## src/rtl/i2c_arb_pkg.sv

```systemverilog
// Shared types and field layout for the I2C request arbiter.
package i2c_arb_pkg;

  typedef enum logic [2:0] {
    StIdle,
    StGrant,
    StLaunch,
    StWait,
    StResp
  } arb_state_t;

  localparam int unsigned I2C_WORD_W = 24;

  // Bit layout of the word handed to i2c_master: {wdata, addr, op, slv_addr}
  localparam int unsigned SLV_LSB  = 0;
  localparam int unsigned OP_BIT   = 7;
  localparam int unsigned ADDR_LSB = 8;
  localparam int unsigned DATA_LSB = 16;

  localparam logic OP_READ  = 1'b1;
  localparam logic OP_WRITE = 1'b0;

  function automatic logic [I2C_WORD_W-1:0] pack_word(logic [6:0] slv, logic op,
                                                      logic [7:0] addr, logic [7:0] data);
    logic [I2C_WORD_W-1:0] w;
    w                  = '0;
    w[SLV_LSB +: 7]    = slv;
    w[OP_BIT]          = op;
    w[ADDR_LSB +: 8]   = addr;
    w[DATA_LSB +: 8]   = data;
    return w;
  endfunction

endpackage

```

## src/rtl/i2c_req_arbiter_if.sv

```systemverilog
// Requester-side request/response bundle for i2c_req_arbiter.
interface i2c_req_arbiter_if #(
  parameter int unsigned NUM_REQ = 2
) ();

  logic [NUM_REQ-1:0]   req_valid;
  logic [NUM_REQ-1:0]   req_ready;
  logic [7*NUM_REQ-1:0] req_slv_addr;
  logic [NUM_REQ-1:0]   req_op;
  logic [8*NUM_REQ-1:0] req_addr;
  logic [8*NUM_REQ-1:0] req_wdata;
  logic [NUM_REQ-1:0]   rsp_valid;
  logic [7:0]           rsp_rdata;
  logic                 rsp_nack;
  logic                 rsp_timeout;

  // Requester view
  modport master (
    output req_valid, req_slv_addr, req_op, req_addr, req_wdata,
    input  req_ready, rsp_valid, rsp_rdata, rsp_nack, rsp_timeout
  );

  // Arbiter view
  modport slave (
    input  req_valid, req_slv_addr, req_op, req_addr, req_wdata,
    output req_ready, rsp_valid, rsp_rdata, rsp_nack, rsp_timeout
  );

endinterface

```

## src/rtl/rr_arbiter.sv

```systemverilog
// Combinational round-robin pick: search starts one past the last grant.
module rr_arbiter #(
  parameter int unsigned NUM_REQ = 2
) (
  input  logic [NUM_REQ-1:0]         req_i,
  input  logic [$clog2(NUM_REQ)-1:0] last_grant_i,
  output logic [NUM_REQ-1:0]         gnt_o,
  output logic [$clog2(NUM_REQ)-1:0] gnt_idx_o
);

  localparam int unsigned IdxW = $clog2(NUM_REQ);

  logic [IdxW-1:0] idx;
  logic            found;

  // First active request at last_grant+1, last_grant+2, ... (mod NUM_REQ)
  always_comb begin
    gnt_o     = '0;
    gnt_idx_o = '0;
    found     = 1'b0;
    idx       = '0;
    for (int unsigned off = 1; off <= NUM_REQ; off++) begin
      idx = IdxW'((32'(last_grant_i) + off) % NUM_REQ);
      if (!found && req_i[idx]) begin
        found      = 1'b1;
        gnt_o[idx] = 1'b1;
        gnt_idx_o  = idx;
      end
    end
  end

endmodule

```

## src/rtl/i2c_req_arbiter.sv

```systemverilog
// Round-robin arbiter and transaction sequencer in front of i2c_master.
module i2c_req_arbiter
  import i2c_arb_pkg::*;
#(
  parameter int unsigned NUM_REQ        = 2,
  parameter int unsigned TIMEOUT_CYCLES = 65535
) (
  input  logic                  clk,
  input  logic                  resetn,
  i2c_req_arbiter_if.slave      req_bus,
  output logic                  I2C_trigger,
  output logic [I2C_WORD_W-1:0] addr_data_out,
  input  logic                  valid_data_ack,
  input  logic                  valid_data_ack_valid,
  input  logic [7:0]            rdata_out,
  input  logic                  rdata_out_valid,
  output logic                  rdata_out_valid_ack,
  input  logic                  PENDING_WR,
  input  logic                  PENDING_RD
);

  localparam int unsigned IdxW = $clog2(NUM_REQ);
  localparam int unsigned CntW = $clog2(TIMEOUT_CYCLES);

  arb_state_t state_q, state_d;

  logic [IdxW-1:0]       last_grant_q;
  logic [NUM_REQ-1:0]    win_oh_q;
  logic [IdxW-1:0]       win_idx_q;
  logic [CntW-1:0]       cnt_q, cnt_d;
  logic [I2C_WORD_W-1:0] addr_data_q;
  logic [7:0]            rsp_rdata_q, rsp_rdata_d;
  logic                  rsp_nack_q, rsp_nack_d;
  logic                  rsp_timeout_q, rsp_timeout_d;

  logic [NUM_REQ-1:0] arb_gnt;
  logic [IdxW-1:0]    arb_idx;
  logic               grant_load, word_load, rsp_load;
  logic [6:0]         sel_slv;
  logic               sel_op;
  logic [7:0]         sel_addr, sel_data;
  logic               op_read;

  rr_arbiter #(
    .NUM_REQ (NUM_REQ)
  ) u_rr_arbiter (
    .req_i        (req_bus.req_valid),
    .last_grant_i (last_grant_q),
    .gnt_o        (arb_gnt),
    .gnt_idx_o    (arb_idx)
  );

  // Select the fields of the latched winner
  always_comb begin
    sel_slv  = '0;
    sel_op   = 1'b0;
    sel_addr = '0;
    sel_data = '0;
    for (int unsigned i = 0; i < NUM_REQ; i++) begin
      if (win_oh_q[i]) begin
        sel_slv  = req_bus.req_slv_addr[7*i +: 7];
        sel_op   = req_bus.req_op[i];
        sel_addr = req_bus.req_addr[8*i +: 8];
        sel_data = req_bus.req_wdata[8*i +: 8];
      end
    end
  end

  assign op_read = (addr_data_q[OP_BIT] == OP_READ);

  // Next-state, handshake outputs and response capture
  always_comb begin
    state_d             = state_q;
    cnt_d               = cnt_q;
    grant_load          = 1'b0;
    word_load           = 1'b0;
    rsp_load            = 1'b0;
    rsp_rdata_d         = rsp_rdata_q;
    rsp_nack_d          = rsp_nack_q;
    rsp_timeout_d       = rsp_timeout_q;
    req_bus.req_ready   = '0;
    req_bus.rsp_valid   = '0;
    I2C_trigger         = 1'b0;
    rdata_out_valid_ack = 1'b0;

    case (state_q)
      StIdle: begin
        if ((|req_bus.req_valid) && !(PENDING_WR || PENDING_RD)) begin
          grant_load = 1'b1;
          state_d    = StGrant;
        end
      end
      StGrant: begin
        req_bus.req_ready = win_oh_q;
        // A winner that withdrew its request is dropped without a transaction
        if (|(req_bus.req_valid & win_oh_q)) begin
          word_load = 1'b1;
          state_d   = StLaunch;
        end else begin
          state_d = StIdle;
        end
      end
      StLaunch: begin
        I2C_trigger = 1'b1;
        cnt_d       = '0;
        state_d     = StWait;
      end
      StWait: begin
        cnt_d = cnt_q + CntW'(1);
        // Completion has priority over a timeout expiring in the same cycle
        if (op_read && rdata_out_valid) begin
          rdata_out_valid_ack = 1'b1;
          rsp_load            = 1'b1;
          rsp_rdata_d         = rdata_out;
          rsp_nack_d          = 1'b0;
          rsp_timeout_d       = 1'b0;
          state_d             = StResp;
        end else if ((addr_data_q[OP_BIT] == OP_WRITE) && valid_data_ack_valid) begin
          rsp_load      = 1'b1;
          rsp_rdata_d   = '0;
          rsp_nack_d    = ~valid_data_ack;
          rsp_timeout_d = 1'b0;
          state_d       = StResp;
        end else if (cnt_q == CntW'(TIMEOUT_CYCLES - 1)) begin
          rsp_load      = 1'b1;
          rsp_rdata_d   = '0;
          rsp_nack_d    = 1'b0;
          rsp_timeout_d = 1'b1;
          state_d       = StResp;
        end
      end
      StResp: begin
        req_bus.rsp_valid = win_oh_q;
        state_d           = StIdle;
      end
      default: state_d = StIdle;
    endcase
  end

  // State, winner, master word and response registers
  always_ff @(posedge clk) begin
    if (!resetn) begin
      state_q       <= StIdle;
      last_grant_q  <= IdxW'(NUM_REQ - 1);
      win_oh_q      <= '0;
      win_idx_q     <= '0;
      cnt_q         <= '0;
      addr_data_q   <= '0;
      rsp_rdata_q   <= '0;
      rsp_nack_q    <= 1'b0;
      rsp_timeout_q <= 1'b0;
    end else begin
      state_q <= state_d;
      cnt_q   <= cnt_d;
      if (grant_load) begin
        win_oh_q  <= arb_gnt;
        win_idx_q <= arb_idx;
      end
      if (word_load) begin
        addr_data_q  <= pack_word(sel_slv, sel_op, sel_addr, sel_data);
        last_grant_q <= win_idx_q;
      end
      if (rsp_load) begin
        rsp_rdata_q   <= rsp_rdata_d;
        rsp_nack_q    <= rsp_nack_d;
        rsp_timeout_q <= rsp_timeout_d;
      end
    end
  end

  assign addr_data_out       = addr_data_q;
  assign req_bus.rsp_rdata   = rsp_rdata_q;
  assign req_bus.rsp_nack    = rsp_nack_q;
  assign req_bus.rsp_timeout = rsp_timeout_q;

endmodule

```

## src/flat_wrapper.sv

```systemverilog
// flat-port wrapper written by rule: the top's interface ports become plain ports
module i2c_req_arbiter_flat import i2c_arb_pkg::*;
#(
  parameter int unsigned NUM_REQ        = 2,
  parameter int unsigned TIMEOUT_CYCLES = 65535
)
  (clk, resetn, I2C_trigger, addr_data_out, valid_data_ack, valid_data_ack_valid, rdata_out, rdata_out_valid, rdata_out_valid_ack, PENDING_WR, PENDING_RD, req_bus_req_valid, req_bus_req_slv_addr, req_bus_req_op, req_bus_req_addr, req_bus_req_wdata, req_bus_req_ready, req_bus_rsp_valid, req_bus_rsp_rdata, req_bus_rsp_nack, req_bus_rsp_timeout);
  i2c_req_arbiter_if #(.NUM_REQ(NUM_REQ)) req_bus_i ();
  input  logic clk;
  input  logic resetn;
  output logic I2C_trigger;
  output logic [I2C_WORD_W-1:0] addr_data_out;
  input  logic valid_data_ack;
  input  logic valid_data_ack_valid;
  input  logic [7:0] rdata_out;
  input  logic rdata_out_valid;
  output logic rdata_out_valid_ack;
  input  logic PENDING_WR;
  input  logic PENDING_RD;
  input wire logic [$bits(req_bus_i.req_valid)-1:0] req_bus_req_valid;
  input wire logic [$bits(req_bus_i.req_slv_addr)-1:0] req_bus_req_slv_addr;
  input wire logic [$bits(req_bus_i.req_op)-1:0] req_bus_req_op;
  input wire logic [$bits(req_bus_i.req_addr)-1:0] req_bus_req_addr;
  input wire logic [$bits(req_bus_i.req_wdata)-1:0] req_bus_req_wdata;
  output wire logic [$bits(req_bus_i.req_ready)-1:0] req_bus_req_ready;
  output wire logic [$bits(req_bus_i.rsp_valid)-1:0] req_bus_rsp_valid;
  output wire logic [$bits(req_bus_i.rsp_rdata)-1:0] req_bus_rsp_rdata;
  output wire logic [$bits(req_bus_i.rsp_nack)-1:0] req_bus_rsp_nack;
  output wire logic [$bits(req_bus_i.rsp_timeout)-1:0] req_bus_rsp_timeout;
  assign req_bus_i.req_valid = req_bus_req_valid;
  assign req_bus_i.req_slv_addr = req_bus_req_slv_addr;
  assign req_bus_i.req_op = req_bus_req_op;
  assign req_bus_i.req_addr = req_bus_req_addr;
  assign req_bus_i.req_wdata = req_bus_req_wdata;
  assign req_bus_req_ready = req_bus_i.req_ready;
  assign req_bus_rsp_valid = req_bus_i.rsp_valid;
  assign req_bus_rsp_rdata = req_bus_i.rsp_rdata;
  assign req_bus_rsp_nack = req_bus_i.rsp_nack;
  assign req_bus_rsp_timeout = req_bus_i.rsp_timeout;
  i2c_req_arbiter #(.NUM_REQ(NUM_REQ), .TIMEOUT_CYCLES(TIMEOUT_CYCLES)) u_core (.clk(clk), .resetn(resetn), .req_bus(req_bus_i), .I2C_trigger(I2C_trigger), .addr_data_out(addr_data_out), .valid_data_ack(valid_data_ack), .valid_data_ack_valid(valid_data_ack_valid), .rdata_out(rdata_out), .rdata_out_valid(rdata_out_valid), .rdata_out_valid_ack(rdata_out_valid_ack), .PENDING_WR(PENDING_WR), .PENDING_RD(PENDING_RD));
endmodule
```

## config.mk

```make
export PLATFORM = sky130hd
export DESIGN_NAME = i2c_req_arbiter_flat
export DESIGN_NICKNAME = d
export VERILOG_FILES = /design/src/rtl/i2c_arb_pkg.sv /design/src/rtl/i2c_req_arbiter_if.sv /design/src/rtl/rr_arbiter.sv /design/src/rtl/i2c_req_arbiter.sv /design/src/flat_wrapper.sv
export SDC_FILE = /design/constraint.sdc
export NUM_CORES = 1
export LEC_CHECK = 0
export ABC_AREA = 1
export CAP_MARGIN = 20
export CORE_MARGIN = 10
export CORE_UTILIZATION = 35
export DETAILED_ROUTE_END_ITERATION = 10
export PLACE_DENSITY = 0.65
export REMOVE_ABC_BUFFERS = 1
export SYNTH_ARGS = -nofsm -noshare
export SYNTH_HDL_FRONTEND = slang
export SYNTH_HIERARCHICAL = 1
export SYNTH_SLANG_ARGS = --single-unit
export TNS_END_PERCENT = 50
```

## constraint.sdc

```tcl
create_clock -name clk -period 1.55 [get_ports clk]
set_input_delay 0.465 -clock clk [delete_from_list [all_inputs] [get_ports clk]]
set_output_delay 0.465 -clock clk [all_outputs]
set_load 0.05 [all_outputs]
```

# ---- Word level (Yosys, flattened, before mapping)
# Cells that the tools add are included.
dict set report op_classes {
  addsub 3
  magnitude_cmp 4
  eq_ne 7
  muxes 50
  bitwise_logic 4
  n_reduce_logical 16
}
# op count
set ops {}
lappend ops {{2-to-1 mux 8 bit} 7}
lappend ops {{one-hot mux 16 bit (2 select lines)} 1}
lappend ops {{2-to-1 mux 1 bit} 28}
lappend ops {{adder 16 x 1 -> 16 bit, second input constant} 1}
lappend ops {{== test 16 bit, second input constant} 1}
lappend ops {{2-to-1 mux 7 bit} 2}
lappend ops {{2-to-1 mux 3 bit} 4}
lappend ops {{one-hot mux 3 bit (4 select lines)} 1}
lappend ops {{2-to-1 mux 2 bit} 5}
lappend ops {{== test 3 x 2 -> 1 bit, second input constant} 2}
lappend ops {{logical AND 1 bit} 6}
lappend ops {{less-than comparator 1 x 2 -> 1 bit, second input constant} 2}
lappend ops {{!= test 4 x 1 -> 1 bit, second input constant} 1}
lappend ops {{OR reduction 2 bit} 2}
lappend ops {{== test 3 x 1 -> 1 bit, second input constant} 1}
lappend ops {{== test 3 bit, second input constant} 1}
lappend ops {{logical NOT 3 bit} 1}
lappend ops {{AND reduction 3 bit} 1}
lappend ops {{nonzero test 3 bit} 1}
lappend ops {{adder 1 bit, second input constant} 2}
lappend ops {{AND 2 bit} 1}
lappend ops {{demux 1 bit (select 1 bit)} 2}
lappend ops {{>= comparator 1 bit, second input constant} 2}
lappend ops {{logical NOT 1 bit} 2}
lappend ops {{6 further kinds} 7}
dict set report totals {
  regBits 57
  input_bits 65
  elab_cells 93
}

# ---- Logic depth before layout (Yosys ltp)
dict set report logic_depth {
  ltp_word 8
  mapped_depth 9
  ltp_nobuf 9
}

# ---- Cells and area by module
# The synthesis kept the hierarchy.
# module instances cells_per_inst area_per_inst_um2
set by_module_without_submodules {}
lappend by_module_without_submodules {i2c_req_arbiter 1 412 2855.2}
lappend by_module_without_submodules {rr_arbiter 1 6 25.0}

# ---- Least setup slack after synthesis
# No wires, ideal clock.
dict set report synth_timing {
  path_type {register to output}
  start {register u_core.win_oh_q[1]}
  end {output req_bus_req_ready[1]}
  arrival_ns 1.308
  required_ns 1.085
  path_slack_ns -0.223
  path_stages_with_launch 5
  path_buffers 2
  path_cell_list {dfxtp_1 > buf_4 > inv_4 > buf_2 > nor2_1}
}
dict set report synth_via {
  elab_chain_cells 1
}
# element line
set synth_lines {}
lappend synth_lines {{start: declaration} i2c_req_arbiter.sv:28} ;# logic [NUM_REQ-1:0] win_oh_q;
lappend synth_lines {{start signal: assignment} i2c_req_arbiter.sv:156} ;# win_oh_q <= arb_gnt;
lappend synth_lines {{2-to-1 mux 2 bit} i2c_req_arbiter.sv:86} ;# case (state_q)
lappend synth_lines {{end: declaration} flat_wrapper.sv:25} ;# output wire logic [$bits(req_bus_i.req_ready)-1:0] req_bus_req_ready;
# No other way between the ends.

# ---- Final worst setup path
dict set report layout_timing {
  start {register u_core.state_q[2]}
  end {output rdata_out_valid_ack}
}
dict set report layout_via {
  elab_chain_cells 2
}
# element line
set layout_lines {}
lappend layout_lines {{start: declaration} i2c_req_arbiter.sv:25} ;# arb_state_t state_q, state_d;
lappend layout_lines {{start signal: assignment} i2c_req_arbiter.sv:143} ;# state_q <= StIdle;
lappend layout_lines {{start signal: assignment} i2c_req_arbiter.sv:153} ;# state_q <= state_d;
lappend layout_lines {{== test 3 x 2 -> 1 bit} i2c_req_arbiter.sv:86}
lappend layout_lines {{2-to-1 mux 1 bit} i2c_req_arbiter.sv:86}
lappend layout_lines {{end: declaration} flat_wrapper.sv:17} ;# output logic rdata_out_valid_ack;
# No other way between the ends.

==> implementation parameters <==
Parameter                              Value

CTS
  Worst skew pair latency    0.34 ns
  Hold-fix buffers at CTS    0
  TritonCTS buffer count    9
  Maximum buffer depth of the clock tree    2
  Maximum level of the CTS H-tree    3
  Clk Tree Root Cell    sky130_fd_sc_hd__clkbuf_8
  CTS tree    done
  Clock-pin slew reported for the worst setup and hold paths after clock tree synthesis    0.07 ns
  Sinks on the clock net    57

Timing
  Setup repair after global routing missed its margin    true
  FMAX    575.7 MHz
  Worst hold margin    0.4566 ns
  Final-report hold violation count    0
  Headroom to the max-slew limit    78.07%
  Aggregate negative setup slack    -0.8968 ns
  Max-slew violation total from the final report    0
  Worst Clk Skew    0.009931 ns
  # setup viols final    6
  Portion of the clock cycle consumed by the worst path in the final layout    112.1%
  Final worst setup slack    -0.1871 ns
  Tightest Pin Transition    0.3255 ns
  Shortest period the worst path allows    ~1.7 ns

Outcome
  Violated checks    negative setup slack
  Run status    complete, but fails checks

Routing
  Average detailed-routed wire length per instance    roughly 14 µm
  1st-pass router iterations    4
  DRC errors left    0
  Number of DRC violations after detailed-routing iteration 0    128
  Post-detailed-route via-to-cell ratio    about 4.8
  Residual antenna-violating net count after detailed routing    0
  Wire length reported by the detailed router    roughly 9100 µm
  Vias after detailed routing    3114

Setup path
  Slowest Stage Delay on Critical Path    0.37 ns
  Data required time of the critical path    1.08 ns
  Worst-path fanout max    4
  Worst-path cell with the longest stage delay    sky130_fd_sc_hd__dfxtp_4
  Type of element launching the critical path    flop
  Type of element capturing the critical path    output pin
  Critical setup path kind    reg2out
  Data arrival time of the worst path    roughly 1.3 ns
  CP Buf/Inv Count    3
  Critical path cell sequence    inv_4, nand2_4, nor2_8, inv_6, nor2_8, buf_12
  Worst path top cell family by delay    flip-flops
  Critical Path Most Common Cell    sky130_fd_sc_hd__nor2_8

Placement
  Post-DP HPWL    7135 µm
  Pre-CTS setup slack    -0.2967 ns
  Routability-driven placement congestion ratio    0.8226
  Cell count after placement    around 630
  Number of port buffers    104
  Post-DP Area    0.004521 mm²

Finish
  Final standard cell count with taps included and fillers excluded    655
  # nets final    612
  Proportion of layout cells with a drive suffix above 1    a little under a quarter
  Area used by multi-input combinational logic    0.001578 mm²
  Final instance area    0.004987 mm²
  Register cell area after layout    approximately 0.0012 mm²
  Area Overhead vs Synth    73.15%
  Fillers    between 700 and 800
  Antenna Cells    0

Yosys
  Most area-hungry cell type in the Yosys netlist    sky130_fd_sc_hd__dfxtp_1
  Cell with the most instances after synthesis    sky130_fd_sc_hd__nand2_1
  Asr flop ratio synth    0%
  Number of enable-type register cells in the synthesized netlist    0
  Synthesis warning total    6
  Top post-synthesis cells by area    sky130_fd_sc_hd__dfxtp_1 (40%), sky130_fd_sc_hd__nand2_1 (14%), sky130_fd_sc_hd__nor2_1 (9.9%)
  Netlist cell types    37
  Mapped cell area    0.002880 mm²
  Count of mapped cells out of synthesis    ~420
  Area share of the leading cell type in the synthesized netlist    39.62%
  Top flip-flop cell by instance count after synthesis    sky130_fd_sc_hd__dfxtp_1
  Average cell area after synthesis    approximately 6.9 µm²
  Register bit count reported by yosys    57
  Share of the yosys chip area belonging to registers    39.62%
  Synth top cells by count    sky130_fd_sc_hd__nand2_1 (105), sky130_fd_sc_hd__nor2_1 (76), sky130_fd_sc_hd__dfxtp_1 (57), sky130_fd_sc_hd__nand3_1 (35), sky130_fd_sc_hd__inv_1 (28)

Global route
  Global route overflow    0
  All-Layer GR Usage    between 10 and 15%
  Initial antenna violation count    0
  Pin count of the biggest net entering global routing    26
  Vias in the first global route    3153
  Wire length of the first global-routing pass    14590 µm

Power and ir drop
  Leakage component of the power    2.039 nW
  Pwr/cell area    768.8 mW/mm²
  Maximum resistive drop on vdd    484.5 µV

Floorplan
  Core area    slightly above 0.008 mm²
  Starting density of the core    35.59%
  Die height    110.7 µm
  Horizontal die dimension    roughly 110 µm
  Cell row count    33
  Die footprint    ~0.012 mm²
  Ports placed on the boundary    105

Job
  Total of max-cap violations    0

Worst hold path
  Hold crit path type    reg2reg
[metrics by stage]
stage | utilization (%) | power (mW)
5_1_grt | 61.63 | 3.976
3_5_place_dp | 55.86 | 2.129
6_report | 61.63 | 3.834
2_1_floorplan | - | 1.781
3_3_place_gp | 55.86 | 2.122
4_1_cts | 59.97 | 3.828
[final timing paths]
| path | start | endpoint | slack, ns | cells past startpoint |
|---|---|---|---|---|
| worst max-delay path | u_core/state_q[2]$_SDFFE_PN0P_ | rdata_out_valid_ack | -0.19 | 6 |
| worst max register to register | u_core/state_q[2]$_SDFFE_PN0P_ | u_core/cnt_q[6]$_SDFFE_PN0P_ | 0.07 | 10 |
| worst min-delay path | u_core/win_idx_q$_SDFFE_PN0P_ | u_core/last_grant_q$_SDFFE_PN1P_ | 0.46 | 2 |
| worst min register to register | u_core/win_idx_q$_SDFFE_PN0P_ | u_core/last_grant_q$_SDFFE_PN1P_ | 0.46 | 2 |
[logic make-up (layout without fill, tap and decap cells)]
group                      count (synthesis)  count (layout)  synth area share (%)
AOI/OAI and AO/OA                         69              69                 13.94
adders and majority gates                  2               2                0.8687
buffers and inverters                     53             185                 9.122
DFF                                       57              57                 39.62
and+or+nand+nor                          237             237                 36.45
[flip-flops by register name, indices dropped and copies added (netlist names)]
signal,flops
u_core/win_oh_q,2
u_core/last_grant_q,1
u_core/win_idx_q,1
u_core/req_bus.rsp_nack,1
u_core/req_bus.rsp_timeout,1
u_core/state_q,3
u_core/req_bus.rsp_rdata,8
u_core/cnt_q,16
u_core/addr_data_out,24
[placed cells by master (no fill, tap or decap), types with 2 or more instances in the layout]
cell type / count
sky130_fd_sc_hd__a21oi_1: 25
sky130_fd_sc_hd__buf_12: 44
sky130_fd_sc_hd__buf_4: 22
sky130_fd_sc_hd__buf_6: 2
sky130_fd_sc_hd__bufinv_16: 3
sky130_fd_sc_hd__clkbuf_1: 2
sky130_fd_sc_hd__clkbuf_8: 9
sky130_fd_sc_hd__clkdlybuf4s50_1: 63
sky130_fd_sc_hd__dfxtp_1: 54
sky130_fd_sc_hd__dfxtp_4: 3
sky130_fd_sc_hd__ha_1: 2
sky130_fd_sc_hd__inv_1: 26
sky130_fd_sc_hd__inv_2: 3
sky130_fd_sc_hd__inv_4: 5
sky130_fd_sc_hd__inv_6: 2
sky130_fd_sc_hd__nand2_1: 103
sky130_fd_sc_hd__nand2_2: 3
sky130_fd_sc_hd__nand2_4: 3
sky130_fd_sc_hd__nand3_1: 34
sky130_fd_sc_hd__nand3_4: 3
sky130_fd_sc_hd__nand4_1: 4
sky130_fd_sc_hd__nor2_1: 70
sky130_fd_sc_hd__nor2_4: 9
sky130_fd_sc_hd__nor2_8: 2
sky130_fd_sc_hd__nor3_1: 2
sky130_fd_sc_hd__o21ai_0: 23
sky130_fd_sc_hd__o21ai_1: 10
sky130_fd_sc_hd__o21ai_2: 2
sky130_fd_sc_hd__o21ai_4: 2
[per-layer routing]
layer / global-route usage, % / part of all wire, % / up-vias
met2: 24.17 / 49 / 94
met4: 5.382 / 1.2 / 0
met5: 0 / 0 / -
li1: - / - / 1603
met1: 14.05 / 39 / 1408
met3: 8.496 / 11 / 9
[worst reg2reg max path: stages, from the launching register on]
cell and delay [ns]:
sky130_fd_sc_hd__dfxtp_4 0.39, sky130_fd_sc_hd__nor2_4 0.04, sky130_fd_sc_hd__inv_2 0.08, sky130_fd_sc_hd__nor2_4 0.05, sky130_fd_sc_hd__buf_4 0.12, sky130_fd_sc_hd__buf_4 0.12
sky130_fd_sc_hd__buf_4 0.13, sky130_fd_sc_hd__nor2_4 0.15, sky130_fd_sc_hd__buf_12 0.14, sky130_fd_sc_hd__nand2_1 0.07, sky130_fd_sc_hd__a21oi_2 0.13
[report_power, final]
part / switching (mW) / total [mW] / internal [mW]
clock network: 0.620 / 1.69 / 1.07
registers: 0.0280 / 1.52 / 1.49
logic: 0.292 / 0.630 / 0.338
total: 0.939 / 3.83 / 2.89
[what timing repair did]
action                     in CTS  in global routing
resized for setup              17                 25
setup buffers                   8                  5
pin swaps                       5                 12
cloned                          0                  1
setup endpoints to repair       6                 22
[area by class of cell]
type	count	area share, %
clock inverters	5	2.082
well taps	105	2.634
multi-input cells	308	31.64
flip-flops and latches	57	23.11
clock buffers	11	2.634
inverters	36	3.161
repair buffers	133	34.75
Note: power is estimated with default switching activity, not from simulation.
